--- config.mk ---
export PLATFORM = sky130hd
export DESIGN_NAME = noise_var_ctrl_flat
export DESIGN_NICKNAME = d
export VERILOG_FILES = /design/src/rtl/noise_var_ctrl_if.sv /design/src/rtl/noise_var_ctrl.sv /design/src/flat_wrapper.sv
export SDC_FILE = /design/constraint.sdc
export NUM_CORES = 1
export LEC_CHECK = 0
export ABC_AREA = 1
export BUFFER_PORTS_ARGS = -buffer_cell sky130_fd_sc_hd__buf_2
export CORE_ASPECT_RATIO = 0.6
export CORE_MARGIN = 5
export CORE_UTILIZATION = 46
export DETAILED_ROUTE_END_ITERATION = 16
export PLACE_DENSITY_LB_ADDON = 0.05
export SLEW_MARGIN = 0
export SYNTH_ARGS = -nofsm -noshare
export SYNTH_HDL_FRONTEND = slang
export SYNTH_SLANG_ARGS = --single-unit
--- constraint.sdc ---
create_clock -name clk -period 1.36 [get_ports clk]
set_input_delay 0.068 -clock clk [delete_from_list [all_inputs] [get_ports clk]]
set_output_delay 0.068 -clock clk [all_outputs]
set_load 0.02 [all_outputs]
--- src/rtl/noise_var_ctrl_if.sv ---
// noise_var_ctrl_if: sample stream, engine handshake and result bus of the
// noise-variance sequencer. The slave modport is the sequencer's view; the
// master modport is the surrounding datapath/engine view.
interface noise_var_ctrl_if;
  logic        start;
  logic        continuous;
  logic        abort;
  logic [12:0] sample_in;
  logic        sample_valid;
  logic        in_ready;
  logic [12:0] eng_sample;
  logic        eng_ready;
  logic        eng_done;
  logic        eng_standby;
  logic [12:0] eng_var;
  logic [12:0] var_out;
  logic        var_valid;
  logic        busy;
  logic        err_timeout;

  modport master (
    output start, continuous, abort, sample_in, sample_valid,
    output eng_standby, eng_var,
    input  in_ready, eng_sample, eng_ready, eng_done,
    input  var_out, var_valid, busy, err_timeout
  );

  modport slave (
    input  start, continuous, abort, sample_in, sample_valid,
    input  eng_standby, eng_var,
    output in_ready, eng_sample, eng_ready, eng_done,
    output var_out, var_valid, busy, err_timeout
  );
endinterface

--- src/rtl/noise_var_ctrl.sv ---
// noise_var_ctrl: sequencer for the combinational noise-variance engine.
// Collects WIN_LEN samples, feeds them to the engine one eng_ready pulse at a
// time, strobes eng_done, waits for eng_standby and publishes the clamped
// result. Optional smoothing of the published value is compiled in when the
// macro NOISE_CTRL_IIR_EN is defined.
module noise_var_ctrl #(
  parameter int unsigned WIN_LEN     = 64,
  parameter int unsigned DONE_CYC    = 2,
  parameter int unsigned TIMEOUT     = 32,
  parameter int unsigned ALPHA_SHIFT = 2
) (
  input  logic            clk,
  input  logic            rst,
  noise_var_ctrl_if.slave bus
);

  localparam logic [2:0] S_IDLE    = 3'd0;
  localparam logic [2:0] S_COLLECT = 3'd1;
  localparam logic [2:0] S_FLUSH   = 3'd2;
  localparam logic [2:0] S_WAIT    = 3'd3;
  localparam logic [2:0] S_PUBLISH = 3'd4;

  localparam int unsigned CNT_W = $clog2(WIN_LEN + 1);
  localparam int unsigned DC_W  = (DONE_CYC > 1) ? $clog2(DONE_CYC) : 1;
  localparam int unsigned TO_W  = (TIMEOUT > 1) ? $clog2(TIMEOUT) : 1;

  localparam logic [CNT_W-1:0] CNT_FULL = CNT_W'(WIN_LEN);
  localparam logic [DC_W-1:0]  DC_LAST  = DC_W'(DONE_CYC - 1);
  localparam logic [TO_W-1:0]  TO_LAST  = TO_W'(TIMEOUT - 1);
  localparam logic [12:0]      RES_MAX  = 13'd4095;

  // Elaboration-time parameter range guard.
  if (WIN_LEN < 1 || WIN_LEN > 256 || DONE_CYC < 1 || TIMEOUT < 1 ||
      ALPHA_SHIFT > 12) begin : g_param_range
    $error("noise_var_ctrl: parameter out of supported range");
  end

  logic [2:0]       r_state;
  logic [2:0]       w_state_next;
  logic [CNT_W-1:0] r_count;
  logic [DC_W-1:0]  r_dcnt;
  logic [TO_W-1:0]  r_tocnt;
  logic [12:0]      r_eng_sample;
  logic             r_eng_ready;
  logic             r_discard;
  logic [12:0]      r_var_out;
  logic             r_err;

  logic        w_in_ready;
  logic        w_accept;
  logic        w_start_acc;
  logic        w_flush_last;
  logic        w_to_last;
  logic        w_drop;
  logic        w_capture;
  logic        w_timeout;
  logic [12:0] w_res_clamped;
  logic [12:0] w_var_next;

  // Abort wins over a sample presented in the same cycle, so it also masks
  // in_ready to keep the handshake honest.
  assign w_in_ready   = (r_state == S_COLLECT) && (r_count < CNT_FULL) &&
                        !r_eng_ready && !bus.abort;
  assign w_accept     = w_in_ready && bus.sample_valid;
  assign w_start_acc  = (r_state == S_IDLE) && bus.start;
  assign w_flush_last = (r_dcnt == DC_LAST);
  assign w_to_last    = (r_tocnt == TO_LAST);
  assign w_drop       = r_discard || bus.abort;
  assign w_capture    = (r_state == S_WAIT) && bus.eng_standby && !w_drop;
  assign w_timeout    = (r_state == S_WAIT) && !bus.eng_standby && w_to_last;

  // Negative engine output means overflow; report full scale instead.
  assign w_res_clamped = bus.eng_var[12] ? RES_MAX : bus.eng_var;

  // Next-state selection for the measurement sequence.
  always_comb begin
    w_state_next = r_state;
    case (r_state)
      S_IDLE: begin
        if (bus.start) w_state_next = S_COLLECT;
      end
      S_COLLECT: begin
        // A partially filled accumulator must be flushed even when aborted.
        if (bus.abort) begin
          w_state_next = (r_count != '0) ? S_FLUSH : S_IDLE;
        end else if (r_eng_ready && (r_count == CNT_FULL)) begin
          w_state_next = S_FLUSH;
        end
      end
      S_FLUSH: begin
        if (w_flush_last) w_state_next = S_WAIT;
      end
      S_WAIT: begin
        if (bus.eng_standby) begin
          w_state_next = w_drop ? S_IDLE : S_PUBLISH;
        end else if (w_to_last) begin
          w_state_next = S_IDLE;
        end
      end
      S_PUBLISH: begin
        w_state_next = bus.continuous ? S_COLLECT : S_IDLE;
      end
      default: w_state_next = S_IDLE;
    endcase
  end

  // State register.
  always_ff @(posedge clk or posedge rst) begin
    if (rst) r_state <= S_IDLE;
    else     r_state <= w_state_next;
  end

  // Accepted-sample count; restarts for every new window.
  always_ff @(posedge clk or posedge rst) begin
    if (rst) begin
      r_count <= '0;
    end else if (w_start_acc || (r_state == S_PUBLISH)) begin
      r_count <= '0;
    end else if (w_accept) begin
      r_count <= r_count + CNT_W'(1);
    end
  end

  // Length of the eng_done strobe.
  always_ff @(posedge clk or posedge rst) begin
    if (rst) begin
      r_dcnt <= '0;
    end else if ((r_state != S_FLUSH) || w_flush_last) begin
      r_dcnt <= '0;
    end else begin
      r_dcnt <= r_dcnt + DC_W'(1);
    end
  end

  // Cycles spent waiting for eng_standby.
  always_ff @(posedge clk or posedge rst) begin
    if (rst) begin
      r_tocnt <= '0;
    end else if ((r_state != S_WAIT) || w_to_last) begin
      r_tocnt <= '0;
    end else begin
      r_tocnt <= r_tocnt + TO_W'(1);
    end
  end

  // Marks a window whose result must not be published.
  always_ff @(posedge clk or posedge rst) begin
    if (rst) begin
      r_discard <= 1'b0;
    end else if (w_start_acc) begin
      r_discard <= 1'b0;
    end else if (bus.abort && (((r_state == S_COLLECT) && (r_count != '0)) ||
                               (r_state == S_FLUSH) || (r_state == S_WAIT))) begin
      r_discard <= 1'b1;
    end
  end

  // Engine feed: registered sample plus a single-cycle accumulate pulse.
  always_ff @(posedge clk or posedge rst) begin
    if (rst) begin
      r_eng_sample <= '0;
      r_eng_ready  <= 1'b0;
    end else begin
      r_eng_ready <= w_accept;
      if (w_accept) r_eng_sample <= bus.sample_in;
    end
  end

`ifdef NOISE_CTRL_IIR_EN
  logic               r_iir_loaded;
  logic signed [13:0] w_diff;
  logic signed [13:0] w_step;
  logic signed [14:0] w_sum;
  logic [12:0]        w_smoothed;

  // First-order smoothing toward the new result, saturated to 0..4095.
  always_comb begin
    w_diff = $signed({1'b0, w_res_clamped}) - $signed({1'b0, r_var_out});
    w_step = w_diff >>> ALPHA_SHIFT;
    w_sum  = $signed({2'b00, r_var_out}) + 15'(w_step);
    if (w_sum < 0) begin
      w_smoothed = '0;
    end else if (w_sum > 15'sd4095) begin
      w_smoothed = RES_MAX;
    end else begin
      w_smoothed = w_sum[12:0];
    end
    w_var_next = r_iir_loaded ? w_smoothed : w_res_clamped;
  end

  // The first result of a run loads unsmoothed.
  always_ff @(posedge clk or posedge rst) begin
    if (rst) begin
      r_iir_loaded <= 1'b0;
    end else if (w_start_acc) begin
      r_iir_loaded <= 1'b0;
    end else if (w_capture) begin
      r_iir_loaded <= 1'b1;
    end
  end
`else
  assign w_var_next = w_res_clamped;
`endif

  // Published result, updated on capture so it is stable with var_valid.
  always_ff @(posedge clk or posedge rst) begin
    if (rst) begin
      r_var_out <= '0;
    end else if (w_capture) begin
      r_var_out <= w_var_next;
    end
  end

  // Sticky timeout flag, cleared when a new measurement is accepted.
  always_ff @(posedge clk or posedge rst) begin
    if (rst) begin
      r_err <= 1'b0;
    end else if (w_start_acc) begin
      r_err <= 1'b0;
    end else if (w_timeout) begin
      r_err <= 1'b1;
    end
  end

  assign bus.in_ready    = w_in_ready;
  assign bus.eng_sample  = r_eng_sample;
  assign bus.eng_ready   = r_eng_ready;
  assign bus.eng_done    = (r_state == S_FLUSH);
  assign bus.var_out     = r_var_out;
  assign bus.var_valid   = (r_state == S_PUBLISH);
  assign bus.busy        = (r_state != S_IDLE);
  assign bus.err_timeout = r_err;

endmodule

--- src/flat_wrapper.sv ---
// flat-port wrapper written by rule: the top's interface ports become plain ports
module noise_var_ctrl_flat 
#(
  parameter int unsigned WIN_LEN     = 64,
  parameter int unsigned DONE_CYC    = 2,
  parameter int unsigned TIMEOUT     = 32,
  parameter int unsigned ALPHA_SHIFT = 2
)
  (clk, rst, bus_start, bus_continuous, bus_abort, bus_sample_in, bus_sample_valid, bus_eng_standby, bus_eng_var, bus_in_ready, bus_eng_sample, bus_eng_ready, bus_eng_done, bus_var_out, bus_var_valid, bus_busy, bus_err_timeout);
  noise_var_ctrl_if bus_i ();
  input  logic clk;
  input  logic rst;
  input wire logic [$bits(bus_i.start)-1:0] bus_start;
  input wire logic [$bits(bus_i.continuous)-1:0] bus_continuous;
  input wire logic [$bits(bus_i.abort)-1:0] bus_abort;
  input wire logic [$bits(bus_i.sample_in)-1:0] bus_sample_in;
  input wire logic [$bits(bus_i.sample_valid)-1:0] bus_sample_valid;
  input wire logic [$bits(bus_i.eng_standby)-1:0] bus_eng_standby;
  input wire logic [$bits(bus_i.eng_var)-1:0] bus_eng_var;
  output wire logic [$bits(bus_i.in_ready)-1:0] bus_in_ready;
  output wire logic [$bits(bus_i.eng_sample)-1:0] bus_eng_sample;
  output wire logic [$bits(bus_i.eng_ready)-1:0] bus_eng_ready;
  output wire logic [$bits(bus_i.eng_done)-1:0] bus_eng_done;
  output wire logic [$bits(bus_i.var_out)-1:0] bus_var_out;
  output wire logic [$bits(bus_i.var_valid)-1:0] bus_var_valid;
  output wire logic [$bits(bus_i.busy)-1:0] bus_busy;
  output wire logic [$bits(bus_i.err_timeout)-1:0] bus_err_timeout;
  assign bus_i.start = bus_start;
  assign bus_i.continuous = bus_continuous;
  assign bus_i.abort = bus_abort;
  assign bus_i.sample_in = bus_sample_in;
  assign bus_i.sample_valid = bus_sample_valid;
  assign bus_i.eng_standby = bus_eng_standby;
  assign bus_i.eng_var = bus_eng_var;
  assign bus_in_ready = bus_i.in_ready;
  assign bus_eng_sample = bus_i.eng_sample;
  assign bus_eng_ready = bus_i.eng_ready;
  assign bus_eng_done = bus_i.eng_done;
  assign bus_var_out = bus_i.var_out;
  assign bus_var_valid = bus_i.var_valid;
  assign bus_busy = bus_i.busy;
  assign bus_err_timeout = bus_i.err_timeout;
  noise_var_ctrl #(.WIN_LEN(WIN_LEN), .DONE_CYC(DONE_CYC), .TIMEOUT(TIMEOUT), .ALPHA_SHIFT(ALPHA_SHIFT)) u_core (.clk(clk), .rst(rst), .bus(bus_i));
endmodule
==> results.txt, run 1 <==
Final setup margin: 0.0163 ns
Max clock buf depth: 2
CTS tree: yes
DIE AREA: 0.00603 mm2
VDD IR-drop max: 1.05 mV
RePlAce Congestion: 0.815
CTS buffer count: 5
Clock skew: 0.00559 ns
Placement Setup Slack: -0.0601 ns
Sum Neg Setup Slack: 0 ns
Synth top area share: 52.7%
Vias per cell: 4.69
Latest clock arrival within the worst-skew pair: 0.28 ns
Hold Crit Class: input port to flip-flop
Commonest cells after routing, fill and taps aside: 61 x buf_2, 51 x nand2_1, 43 x nor2_1
Ys flop type: dfrtp_1
Max Slew Vio Count: 0
Area leader, netlist: dfrtp_1
Die Ht: 62.2 um
Final net count: 387
Area growth from synthesis to layout: 49.7%
Initial DRT Pass Iterations: 4
Share of layout cells above drive strength 1: 39.4%
Vias: 1935
Leading post-synthesis cells by cell area: dfrtp_1 53%, nand2_1 11%, nor2_1 8.8%
Async SR Flop Fraction: 100%
Max cap viols: 0
R2R Setup Slk: 0.02 ns
Req. time, crit path: 1.53 ns
Cell area after synthesis: 0.00209 mm2
Site Rows: 19
Crit start category: flip-flop
CP Max Fanout: 4
Post-synth EDFFs: 0
Sink Count: 44
Inserted Diodes: 0
Core Area: 0.00447 mm2
Most common cell after layout, fill and taps aside: buf_2
Power Density: 1810 mW/mm2
FMAX: 744 MHz
H-Tree Depth: 2
IO Port Bufs: 63
Post-route DRC: 0
Detailed Route Iter0 Violations: 85
CP arrival: 1.52 ns
Vias in the first global route: 1817
GR Overflow Total: 0
Post-Route Hold Slack: 0.0397 ns
Io pins: 65
Root Driver: clkbuf_8
Largest net degree at the start of global routing: 45
Seq/Total Area, Yosys: 52.7%
Outcome: finished clean
Yosys reg bits: 44
Pleak: 1.59 nW
Overall Global Routing Usage: 17.2%
Tmin final: 1.34 ns
Initial antenna violation count: 0
Crit end category: flip-flop
Setup violators final: 0
Average wire per cell in the routed design: 13.1 um
First-pass GRT wire length: 8580 um
WHS Path Cells: 3
Initial Utilization: 46.7%
Clk slew on worst S/H paths: 0.08 ns
Hold Fails Final Rpt: 0
Distinct cells, synth: 29
YS warnings: 0
Synth Area per Inst: 8.42 um2
Chip Width: 97.0 um
WL final: 5430 um
Detail Route Antenna Nets: 0
Post-DP HPWL: 3270 um
Crit Path Class: flip-flop to flip-flop
Fin crit share: 98.8%
Mapped Nets: 285
Reg2Reg Depth: 8
Mapped Cells: 248
RSZ-0062 raised after global routing: yes
-- kinds of logic (layout without fill, tap and decap cells) --
logic type      after synthesis  in the layout  synth area share (%)
compound gates               30             30                  9.05
xor+xnor                      2              2                 0.839
fa+ha+maj                     4              4                  2.40
buf+inv                      30            132                  6.83
flops                        44             44                  52.7
other cells                   1              1                 0.180
simple gates                137            137                  28.0
-- cells in the mapped netlist (2+ instances only) --
cell,instances
a21oi_1,10
inv_1,20
nor2_1,49
ha_1,4
o21ai_0,8
nand3b_1,2
dfrtp_1,44
nand3_1,16
nand2_1,62
buf_6,2
nor3_1,2
buf_2,3
a21oi_2,7
xor2_1,2
buf_4,3
-- layer usage --
layer	global-route usage [%]	routed length [um]	up-vias
li1	-	-	991
met1	24.2	2720	890
met2	25.9	2380	50
met3	5.82	299	4
met4	3.15	29	0
met5	0	0	-
-- critical path, cell delays in order, from the launching register on --
cell      delay [ns]
dfrtp_1         0.36
ha_2            0.19
nand2_1         0.05
nor2_1          0.12
ha_2            0.22
nor2_4          0.05
nand2_2         0.05
o21ai_1         0.05
o21bai_1        0.14
-- path summary, 6_finish.rpt --
kind,to,start
worst max-delay path,u_core.r_state[1],u_core.r_tocnt[1]
worst min-delay path,u_core.bus.var_out[6],bus_eng_var[6]
worst max register to register,u_core.r_state[1],u_core.r_tocnt[1]
worst min register to register,u_core.r_dcnt,u_core.r_dcnt
max in group asynchronous,u_core.r_state[0],rst
min in group asynchronous,u_core.bus.eng_sample[1],rst
-- timing repair --
item | CTS | global route
hold endpoints to repair | 58 | 0
hold buffers | 15 | 0
resized for setup | 5 | 43
gates cloned | 0 | 5
buffers inserted | 0 | 11
pin swaps | 2 | 20
endpoints found under the setup margin | 7 | 41
-- sequential cells by signal, summed over array words and instances, names as in the netlist --
| register | cells |
|---|---|
| u_core.bus.eng_ready | 1 |
| u_core.bus.eng_sample | 13 |
| u_core.bus.err_timeout | 1 |
| u_core.bus.var_out | 12 |
| u_core.r_count | 7 |
| u_core.r_dcnt | 1 |
| u_core.r_discard | 1 |
| u_core.r_state | 3 |
| u_core.r_tocnt | 5 |
-- power by group --
part	internal, mW	total, mW	switching (mW)	leakage (nW)
clock	0.349	0.752	0.403	0.0410
sequential	1.78	2.10	0.316	0.547
combinational	1.20	2.82	1.62	0.998
total	3.33	5.67	2.34	1.59
-- cell type report --
cell class | count | area, um2
Fill cell | 360 | 1340
Sequential cell | 44 | 1100
Multi-Input combinational cell | 174 | 976
Timing Repair Buffer | 104 | 805
Inverter | 21 | 86.3
Tap cell | 63 | 78.8
Clock buffer | 6 | 72.6
Clock inverter | 1 | 5.00
-- metrics by stage --
stage	area [um2]	instances	power (mW)	util (%)
finish	3130	413	5.67	70.0
global route	3130	413	6.16	70.0
detailed placement	2530	375	4.33	56.7
floorplan	2090	248	3.55	-
CTS	2770	397	5.15	62.1
global placement	2530	375	4.31	56.7
Note: power is estimated with default switching activity, not from simulation.
==> run 2: changes to the inputs <==
--- a/config.mk
+++ b/config.mk
@@ -12,6 +12,7 @@
 export CORE_UTILIZATION = 46
 export DETAILED_ROUTE_END_ITERATION = 16
 export PLACE_DENSITY_LB_ADDON = 0.05
+export REMOVE_ABC_BUFFERS = 1
 export SLEW_MARGIN = 0
 export SYNTH_ARGS = -nofsm -noshare
 export SYNTH_HDL_FRONTEND = slang
==> run 2 against run 1 <==
Effect of this change:
- largest power group unchanged
- final cell count did not move
- largest cell class unchanged
- clock power rose by 3.6%
- global-route usage is 0.36 points higher
- flip-flop and latch count unchanged
- the run now ends with negative setup slack left
- setup slack worse by 0.029 ns
- highest routed layer unchanged
- count of clock-buffer cells in the layout down 1
- sequential power hardly changed
- die area unchanged
- via count fell by 0.10%
==> results.txt, run 2 (synthesis gave the netlist of run 1 again) <==
Setup crit start: u_core.r_state[2]
Number of placed cells counting well taps: 382
Vias per cell: 4.68
Pleak: 1.55 nW
Crit Path Class: flip-flop to flip-flop
DIE AREA: 0.00603 mm2
Tmin final: 1.37 ns
Root Driver: clkbuf_8
Req. time, crit path: 1.58 ns
Register area: 0.00110 mm2
Area growth from synthesis to layout: 47.3%
WL final: 5310 um
Overall Global Routing Usage: 17.5%
Vias: 1933
Site Rows: 19
Failing checks: negative setup slack
Clock skew: 0.00479 ns
Final Non-Filler Cells: 413
Detailed Route Iter0 Violations: 55
Placement Setup Slack: -0.185 ns
Commonest cells after routing, fill and taps aside: 62 x buf_2, 60 x nand2_1, 43 x dfrtp_1
Initial antenna violation count: 0
Inserted Diodes: 0
Share of layout cells above drive strength 1: 40.0%
Initial Utilization: 46.7%
CP arrival: 1.59 ns
Filler Cell Count: 381
Max clock buf depth: 2
Hold Crit Class: input port to flip-flop
CP Max Fanout: 7
Largest net degree at the start of global routing: 26
Fin crit share: 101%
Most common cell after layout, fill and taps aside: buf_2
H-Tree Depth: 2
Clk slew on worst S/H paths: 0.08 ns
Hold Fails Final Rpt: 0
Die Ht: 62.2 um
Power Density: 1830 mW/mm2
Post-DP HPWL: 3460 um
IO Port Bufs: 63
Chip Width: 97.0 um
RePlAce Congestion: 0.833
Average wire per cell in the routed design: 12.8 um
Post-route cell area: 0.00308 mm2
Crit start category: flip-flop
Crit end category: flip-flop
Outcome: finished, violations left
Footprint of the multi-input gates: 986 um2
Finished Core Util: 68.8%
Final setup margin: -0.0128 ns
Max cap viols: 0
Placed instance area: 0.00258 mm2
Max reg flops: 13
Setup violators final: 1
RSZ-0062 raised after global routing: yes
Io pins: 65
CTS buffer count: 5
VDD IR-drop max: 1.51 mV
Post-route DRC: 0
Hold Crit Start: bus_eng_var[3]
Worst R2R Start: u_core.r_state[2]
Initial DRT Pass Iterations: 5
Final net count: 387
Core Area: 0.00447 mm2
CTS tree: yes
FMAX: 728 MHz
Detail Route Antenna Nets: 0
Max Slew Vio Count: 0
Sink Count: 44
First-pass GRT wire length: 8580 um
GR Overflow Total: 0
Latest clock arrival within the worst-skew pair: 0.29 ns
Vias in the first global route: 1772
-- run 2: final cells by class --
class	instances	share of cell area, %
Tap cell	63	2.56
Sequential cell	44	35.8
Clock inverter	2	0.407
Inverter	21	2.56
Timing Repair Buffer	104	24.3
Clock buffer	5	2.24
Multi-Input combinational cell	174	32.1
-- run 2: through the flow --
stage / setup TNS [ns] / total power [mW] / hold slack (ns)
after detailed placement: -0.878 / 4.41 / 0.118
after global routing: -0.812 / 6.08 / 0.0243
final: -0.0128 / 5.63 / 0.0327
after global placement: -0.377 / 4.38 / 0.117
after CTS: 0 / 5.27 / 0.0289
after floorplan: -7.10 / 3.51 / 0.154
-- run 2: worst paths after layout --
kind                                     endpoint  slack (ns)  cells past startpoint
setup / recovery           u_core.bus.var_out[11]       -0.01                      7
hold / removal              u_core.bus.var_out[3]        0.03                      3
setup reg to reg           u_core.bus.var_out[11]       -0.01                      7
hold reg to reg                     u_core.r_dcnt        0.45                      1
max in group asynchronous       u_core.r_count[0]        0.74                      4
min in group asynchronous   u_core.bus.var_out[7]        0.34                      4
-- run 2: critical path: stages (launching register included) --
cell and delay, ns:
dfrtp_1 0.44, inv_2 0.15, nand3_4 0.10, nor3_4 0.16
buf_12 0.14, buf_12 0.14, nor2_4 0.04, a21oi_2 0.12
-- run 2: repair_timing --
item	CTS	global route
gates resized for setup	6	37
setup buffers	0	7
pin swaps	5	10
endpoints found under the setup margin	7	37
cloned	0	2
hold buffers	15	0
hold endpoints to repair	58	0
-- run 2: metal layers --
metal  vias to the layer above  GRT usage, %  share of wire [%]
li1                        982             -                  -
met2                        66          25.8                 42
met1                       881          24.6                 49
met5                         -             0                  0
met4                         0          4.20               0.68
met3                         4          6.49                8.1
-- run 2: power breakdown --
part	switching, mW	internal [mW]
clock network	0.431	0.348
logic	1.59	1.13
registers	0.345	1.78
total	2.37	3.26
